$ cat src/rtl/fb_pkg.sv
// Shared definitions for the frame-buffer write path: screen geometry,
// bus register map, command bits and the fill arbiter state encoding.
package fb_pkg;

  localparam int X_W       = 8;
  localparam int Y_W       = 7;
  localparam int FB_ADDR_W = X_W + Y_W;

  localparam logic [X_W-1:0] FB_W = 8'd160;
  localparam logic [Y_W-1:0] FB_H = 7'd120;

  localparam logic [7:0] ADDR_X0     = 8'hB0;
  localparam logic [7:0] ADDR_Y0     = 8'hB1;
  localparam logic [7:0] ADDR_PIXEL  = 8'hB2;
  localparam logic [7:0] ADDR_WIDTH  = 8'hB4;
  localparam logic [7:0] ADDR_HEIGHT = 8'hB5;
  localparam logic [7:0] ADDR_CMD    = 8'hB6;
  localparam logic [7:0] ADDR_STATUS = 8'hB7;

  localparam int CMD_COLOUR_BIT = 0;
  localparam int CMD_START_BIT  = 6;
  localparam int CMD_ABORT_BIT  = 7;

  typedef enum logic [1:0] {
    ST_IDLE   = 2'd0,
    ST_FILL   = 2'd1,
    ST_FINISH = 2'd2
  } fill_state_e;

  // True when a coordinate lies inside the visible screen area.
  function automatic logic on_screen(input logic [X_W-1:0] x, input logic [Y_W-1:0] y);
    return (x < FB_W) && (y < FB_H);
  endfunction

endpackage

$ cat src/rtl/fill_walker.sv
// Raster walker for the rectangle fill: holds the working copy of the
// rectangle origin and size and steps through it one pixel per advance.
module fill_walker
  import fb_pkg::*;
(
  input  logic           clk_i,
  input  logic           rst_ni,
  input  logic           load_i,
  input  logic           advance_i,
  input  logic [X_W-1:0] x0_i,
  input  logic [Y_W-1:0] y0_i,
  input  logic [X_W-1:0] width_i,
  input  logic [Y_W-1:0] height_i,
  output logic [X_W-1:0] x_o,
  output logic [Y_W-1:0] y_o,
  output logic           last_o
);

  logic [X_W-1:0] x_q, x_d, x0_q, x0_d, w_q, w_d, col_q, col_d;
  logic [Y_W-1:0] y_q, y_d, h_q, h_d, row_q, row_d;
  logic [X_W-1:0] baseX, baseCol;
  logic [Y_W-1:0] baseY, baseRow;

  // Load takes the new rectangle as the starting point; advance then steps once
  // from whichever position is current, so load+advance lands on pixel 1.
  always_comb begin
    x0_d    = x0_q;
    w_d     = w_q;
    h_d     = h_q;
    baseX   = x_q;
    baseY   = y_q;
    baseCol = col_q;
    baseRow = row_q;
    if (load_i) begin
      x0_d    = x0_i;
      w_d     = width_i;
      h_d     = height_i;
      baseX   = x0_i;
      baseY   = y0_i;
      baseCol = '0;
      baseRow = '0;
    end
    x_d   = baseX;
    y_d   = baseY;
    col_d = baseCol;
    row_d = baseRow;
    if (advance_i) begin
      if (baseCol == w_d - 8'd1) begin
        col_d = '0;
        x_d   = x0_d;
        row_d = baseRow + 7'd1;
        y_d   = baseY + 7'd1;
      end else begin
        col_d = baseCol + 8'd1;
        x_d   = baseX + 8'd1;
      end
    end
  end

  // Walker position and rectangle working registers.
  always_ff @(posedge clk_i or negedge rst_ni) begin
    if (!rst_ni) begin
      x_q   <= '0;
      y_q   <= '0;
      x0_q  <= '0;
      w_q   <= '0;
      h_q   <= '0;
      col_q <= '0;
      row_q <= '0;
    end else begin
      x_q   <= x_d;
      y_q   <= y_d;
      x0_q  <= x0_d;
      w_q   <= w_d;
      h_q   <= h_d;
      col_q <= col_d;
      row_q <= row_d;
    end
  end

  assign x_o    = x_q;
  assign y_o    = y_q;
  assign last_o = (col_q == w_q - 8'd1) && (row_q == h_q - 7'd1);

endmodule

$ cat src/rtl/frame_write_arbiter.sv
// Owns frame buffer port A and shares it between CPU single-pixel writes and
// the rectangle fill engine; the CPU always wins a contested cycle.
// Build option: define FRAME_WRITE_CLIP_EN to suppress off-screen writes
// instead of letting coordinates wrap.
module frame_write_arbiter
  import fb_pkg::*;
(
  input  logic                 clk_i,
  input  logic                 rst_ni,
  input  logic [7:0]           bus_addr_i,
  input  logic [7:0]           bus_data_i,
  input  logic                 bus_we_i,
  output logic [7:0]           bus_data_o,
  output logic                 bus_data_oe_o,
  output logic [FB_ADDR_W-1:0] fb_addr_o,
  output logic                 fb_data_o,
  output logic                 fb_we_o,
  output logic                 irq_done_o
);

  fill_state_e state_q, state_d;

  logic [X_W-1:0]       x0_q, width_q;
  logic [Y_W-1:0]       y0_q, height_q;
  logic                 colour_q, colour_d;
  logic                 lastEmitted_q, lastEmitted_d;
  logic                 done_q, done_d;
  logic                 fbWe_q, fbWe_d;
  logic [FB_ADDR_W-1:0] fbAddr_q, fbAddr_d;
  logic                 fbData_q, fbData_d;

  logic wrX0, wrY0, wrPix, wrWidth, wrHeight, wrCmd, rdStatus;
  logic startReq, abortReq, busy;
  logic walkLoad, walkAdvance, walkLast;
  logic [X_W-1:0] walkX;
  logic [Y_W-1:0] walkY;
  logic originVisible, walkVisible;

  assign wrX0     = bus_we_i && (bus_addr_i == ADDR_X0);
  assign wrY0     = bus_we_i && (bus_addr_i == ADDR_Y0);
  assign wrPix    = bus_we_i && (bus_addr_i == ADDR_PIXEL);
  assign wrWidth  = bus_we_i && (bus_addr_i == ADDR_WIDTH);
  assign wrHeight = bus_we_i && (bus_addr_i == ADDR_HEIGHT);
  assign wrCmd    = bus_we_i && (bus_addr_i == ADDR_CMD);
  assign rdStatus = !bus_we_i && (bus_addr_i == ADDR_STATUS);

  assign abortReq = wrCmd && bus_data_i[CMD_ABORT_BIT];
  assign startReq = wrCmd && bus_data_i[CMD_START_BIT] && !bus_data_i[CMD_ABORT_BIT];
  assign busy     = (state_q != ST_IDLE);

`ifdef FRAME_WRITE_CLIP_EN
  assign originVisible = on_screen(x0_q, y0_q);
  assign walkVisible   = on_screen(walkX, walkY);
`else
  assign originVisible = 1'b1;
  assign walkVisible   = 1'b1;
`endif

  fill_walker u_walker (
    .clk_i     (clk_i),
    .rst_ni    (rst_ni),
    .load_i    (walkLoad),
    .advance_i (walkAdvance),
    .x0_i      (x0_q),
    .y0_i      (y0_q),
    .width_i   (width_q),
    .height_i  (height_q),
    .x_o       (walkX),
    .y_o       (walkY),
    .last_o    (walkLast)
  );

  // CPU-visible parameter registers; the fill copies these at start.
  always_ff @(posedge clk_i or negedge rst_ni) begin
    if (!rst_ni) begin
      x0_q     <= '0;
      y0_q     <= '0;
      width_q  <= '0;
      height_q <= '0;
    end else begin
      if (wrX0)     x0_q     <= bus_data_i;
      if (wrY0)     y0_q     <= bus_data_i[Y_W-1:0];
      if (wrWidth)  width_q  <= bus_data_i;
      if (wrHeight) height_q <= bus_data_i[Y_W-1:0];
    end
  end

  // Arbitration and fill sequencing; the first fill pixel is issued on the
  // start edge itself so it appears on the port the very next cycle.
  always_comb begin
    state_d       = state_q;
    colour_d      = colour_q;
    lastEmitted_d = lastEmitted_q;
    done_d        = done_q;
    fbWe_d        = 1'b0;
    fbAddr_d      = fbAddr_q;
    fbData_d      = fbData_q;
    walkLoad      = 1'b0;
    walkAdvance   = 1'b0;

    if (rdStatus) done_d = 1'b0;

    if (wrPix && originVisible) begin
      fbWe_d   = 1'b1;
      fbAddr_d = {y0_q, x0_q};
      fbData_d = bus_data_i[0];
    end

    case (state_q)
      ST_IDLE: begin
        if (startReq) begin
          if ((width_q != '0) && (height_q != '0)) begin
            state_d       = ST_FILL;
            walkLoad      = 1'b1;
            walkAdvance   = 1'b1;
            colour_d      = bus_data_i[CMD_COLOUR_BIT];
            lastEmitted_d = (width_q == 8'd1) && (height_q == 7'd1);
            fbWe_d        = originVisible;
            fbAddr_d      = {y0_q, x0_q};
            fbData_d      = bus_data_i[CMD_COLOUR_BIT];
          end else begin
            state_d = ST_FINISH;
          end
        end
      end
      ST_FILL: begin
        if (abortReq || lastEmitted_q) begin
          state_d = ST_FINISH;
        end else if (!wrPix) begin
          fbWe_d        = walkVisible;
          fbAddr_d      = {walkY, walkX};
          fbData_d      = colour_q;
          walkAdvance   = 1'b1;
          lastEmitted_d = walkLast;
        end
      end
      ST_FINISH: begin
        state_d = ST_IDLE;
        done_d  = 1'b1;
      end
      default: state_d = ST_IDLE;
    endcase
  end

  // State and registered frame buffer port.
  always_ff @(posedge clk_i or negedge rst_ni) begin
    if (!rst_ni) begin
      state_q       <= ST_IDLE;
      colour_q      <= 1'b0;
      lastEmitted_q <= 1'b0;
      done_q        <= 1'b0;
      fbWe_q        <= 1'b0;
      fbAddr_q      <= '0;
      fbData_q      <= 1'b0;
    end else begin
      state_q       <= state_d;
      colour_q      <= colour_d;
      lastEmitted_q <= lastEmitted_d;
      done_q        <= done_d;
      fbWe_q        <= fbWe_d;
      fbAddr_q      <= fbAddr_d;
      fbData_q      <= fbData_d;
    end
  end

  assign fb_we_o       = fbWe_q;
  assign fb_addr_o     = fbAddr_q;
  assign fb_data_o     = fbData_q;
  assign irq_done_o    = (state_q == ST_FINISH);
  assign bus_data_oe_o = rdStatus;
  assign bus_data_o    = rdStatus ? {busy, done_q, 6'b0} : 8'h00;

endmodule
$ cat config.mk
export PLATFORM = sky130hd
export DESIGN_NAME = frame_write_arbiter
export DESIGN_NICKNAME = d
export VERILOG_FILES = /design/src/rtl/fb_pkg.sv /design/src/rtl/fill_walker.sv /design/src/rtl/frame_write_arbiter.sv
export SDC_FILE = /design/constraint.sdc
export NUM_CORES = 1
export LEC_CHECK = 0
export ABC_AREA = 1
export CAP_MARGIN = 30
export CORE_UTILIZATION = 54
export CTS_CLUSTER_SIZE = 28
export DETAILED_ROUTE_END_ITERATION = 12
export GPL_ROUTABILITY_DRIVEN = 0
export PLACE_DENSITY = 0.87
export SLEW_MARGIN = 15
export SYNTH_ARGS = -nofsm -noshare
export SYNTH_HDL_FRONTEND = slang
export SYNTH_HIERARCHICAL = 1
export SYNTH_SLANG_ARGS = --single-unit
$ cat constraint.sdc
create_clock -name clk_i -period 3.1 [get_ports clk_i]
set_input_delay 0.465 -clock clk_i [delete_from_list [all_inputs] [get_ports clk_i]]
set_output_delay 0.465 -clock clk_i [all_outputs]
set_load 0.01 [all_outputs]
==> key figures <==
Synth
  • Syn Std Cell Area: 6630 um2
  • Post-synth top cells: nand2_1, dfrtp_1, inv_1
  • Area contributors post-synth: dfrtp_1, nand2_1, nand3_1, inv_1, o21ai_0
  • Post-synth top area share: 39.6%
  • Ys Warns: 6
  • Most common cell in the netlist: nand2_1
  • Syn Area/Cell: 7.10 um2
  • Yosys reg bits: 105
  • Cell accounting for the most synthesized area: dfrtp_1
  • Async SR Flop Fraction: 100%
  • Synth Flop Type: dfrtp_1
  • Sequential share of the synthesized area: 39.6%
  • Post-synth EDFFs: 0
  • Distinct cell type count after synthesis: 42
  • Post-synthesis cell count: 934

Power
  • P_sw: 656 uW
  • Internal: 2160 uW
  • Power consumption: 2810 uW
  • Power share of the clock group: 43.7%
  • Worst vdd ir: 0.262 mV
  • Leak pwr: 0.00440 uW
  • Sequential share of power: 50.5%
  • Combinational share of power: 5.9%
  • Sw Ratio: 23.3%
  • P per Cell Area: 353 nW/um2

Route
  • Avg WL per Cell: 14.8 um
  • Initial drt markers: 886
  • Via count: 6491
  • Routed Antenna Nets: 0
  • Routed vias/inst: 5.50
  • Pre-Repair DR Iteration Count: 5
  • DR DRC count: 0
  • Final wirelength: 17.5 mm

Placed design
  • Buffers on Ports: 39
  • DP HPWL: 12.3 mm

Worst setup path
  • Stages on the worst setup path: 24
  • Setup crit start kind: input pin
  • R2r worst-path depth: 19
  • Critical Path End: u_walker/y_o[0]
  • Buf/Inv on CP: 7
  • R2r startpoint: height_q[3]
  • Crit path launch: bus_addr_i[7]
  • CP arrival: 3250 ps
  • Endpoint class of the critical path: register
  • Critical-path cell list: clkdlybuf4s50_1 -> nand2_2 -> nor2_4 -> nand3_2 -> nor2_4 -> nand3_4 -> inv_8 -> nand2_2 -> o21ai_2 -> inv_2 -> ha_4 -> inv_1 -> nand2_1 -> nand2_1 -> a21oi_2 -> nand2_1 -> nor2_1 -> nand2_1 -> inv_2 -> nand2_4 -> nor2_4 -> buf_12 -> buf_4 -> xor2_2
  • CP max stage delay: 470 ps
  • Critical Path RT: 3380 ps
  • Reg-to-Reg End: u_walker/y_o[0]
  • Crit-path slowest cell: clkdlybuf4s50_1
  • Reg-to-reg slack, setup: 180 ps
  • Worst Path Max Fanout: 8
  • Kind of critical path: in -> reg
  • Crit-path most repeated cell: nand2_1
  • Worst path top cell family by delay: simple AND/OR/NAND/NOR gates

GRT
  • Largest net degree at the start of global routing: 62
  • Total grt overflow: 0
  • Number of global-route vias before repair: 5953
  • Tot GR Track Use: 28.1%
  • First-pass GRT wire length: 28.2 mm
  • Antenna violations before repair: 0

Finish
  • Share of cells above drive strength 1: 15.4%
  • Sequential cell area: 2630 um2
  • Area Overhead vs Synth: 20.0%
  • Area occupied by multi-input gates: 3440 um2
  • Final #Nets: 1054
  • Diodes inserted: 0
  • # fillers: 911

STA
  • Setup TNS: 0 ps
  • Worst-Margin Slew: 603 ps
  • # setup viols final: 0
  • Max Fclk: 336 MHz
  • Max Slew Vio Count: 0
  • Final Skew: 8.46 ps
  • Crit share post-route: 95.9%
  • Tmin final: 2970 ps
  • Fin. Hold Viols: 0
  • Slew HR: 59.8%

Job
  • MaxCap Viol Count: 0

Clocking
  • CTS clock-pin slew for the worst setup and hold paths: 70 ps
  • Cts bufs inserted: 9
  • CTS Root Cell: clkbuf_16
  • H-tree levels: 3
  • CTS Buffer Depth: 2
  • Sink Count: 105
  • Clk_lat worst skew: 350 ps
  • CTS tree: yes

Floorplan
  • IO Count: 46
  • CORE AREA: 12000 um2
  • Chip width: 113 um
  • Starting Density: 55.2%
  • Num rows: 40
  • Die area: 12700 um2
  • Die height: 113 um

Status
  • Status: complete, no violations

Min path
  • Hold Path Class: in -> async
-- stage by stage --
stage / setup slack, ps / util (%) / hold slack, ps / instance area, um2 / cells
final: 127 / 66.3 / 108 / 7960 / 1180
after global routing: -31.4 / 66.3 / 158 / 7960 / 1180
after CTS: 35.1 / 65.4 / 139 / 7860 / 1173
after detailed placement: -274 / 62.7 / 457 / 7540 / 1157
after global placement: -133 / 62.7 / 445 / 7540 / 1157
after floorplan: 0.602 / - / 169 / 6690 / 939
-- sequential cells by signal, indices dropped and copies added, names as in the netlist, 2 cells and up --
| name | cells |
|---|---|
| u_walker/col_q | 8 |
| width_q | 8 |
| y0_q | 7 |
| height_q | 7 |
| u_walker/row_q | 7 |
| state_q | 2 |
| u_walker/x_o | 8 |
| u_walker/y_o | 7 |
| x0_q | 8 |
| u_walker/h_q | 7 |
| u_walker/x0_q | 8 |
| fb_addr_o | 15 |
| u_walker/w_q | 8 |
-- layout make-up --
type,count,area share [%]
clock buffers,12,3.35
flip-flops and latches,105,33.0
well taps,147,2.31
inverters,100,4.94
repair buffers,113,12.5
clock inverters,4,0.692
multi-input cells,699,43.2
-- layer usage --
| layer | part of all wire [%] | up-vias | track usage (%) |
|---|---|---|---|
| met4 | 2.9 | 0 | 12.4 |
| li1 | - | 3095 | - |
| met1 | 43 | 3013 | 37.6 |
| met5 | 0 | - | 0 |
| met2 | 46 | 327 | 45.5 |
| met3 | 7.4 | 56 | 4.34 |
-- worst min path at each step --
stage                      from  depth (start not counted)          endpoint
6_report                 rst_ni                          1           fb_we_o
2_1_floorplan            rst_ni                          0          colour_q
3_3_place_gp   u_walker/x0_q[6]                          2  u_walker/x0_q[6]
4_1_cts                  rst_ni                          1           fb_we_o
5_1_grt                  rst_ni                          1           fb_we_o
3_5_place_dp   u_walker/x0_q[6]                          2  u_walker/x0_q[6]
-- logic make-up (layout without fill, tap and decap cells) --
| kind of cell | after synthesis | in the layout | share of synthesized area [%] |
|---|---|---|---|
| AND/OR/NAND/NOR | 585 | 585 | 39.4 |
| buffers and inverters | 135 | 229 | 9.66 |
| flip-flops | 105 | 105 | 39.6 |
| AO/OA/AOI/OAI | 68 | 68 | 5.40 |
| XOR/XNOR | 33 | 33 | 4.58 |
| adder cells (fa/ha/maj) | 7 | 7 | 1.32 |
| other | 1 | 6 | 0.0565 |
-- timing repair --
action	4_1_cts	5_1_grt
hold buffers	0	0
setup buffers	0	7
endpoints found under the hold margin	0	0
endpoints found under the setup margin	0	24
gates resized for setup	0	16
-- power groups by stage --
stage	clock (uW)	combinational [uW]	sequential [uW]
after floorplan	0	76.5	1440
after global placement	0	156	1440
after detailed placement	0	161	1440
after CTS	1230	164	1420
after global routing	1290	187	1420
final	1230	165	1420
-- cells in the final DEF, fill, tap and decap left out, types with 10 or more instances in the layout --
master           count
buf_4               71
clkdlybuf4s50_1     33
dfrtp_1            105
inv_1               92
nand2_1            367
nand2_2             18
nand3_1             79
nand3_2             14
nand4_1             10
nor2_1              61
o21ai_0             47
xor2_1              22
No activity file was read; power rests on OpenSTA's default activity.
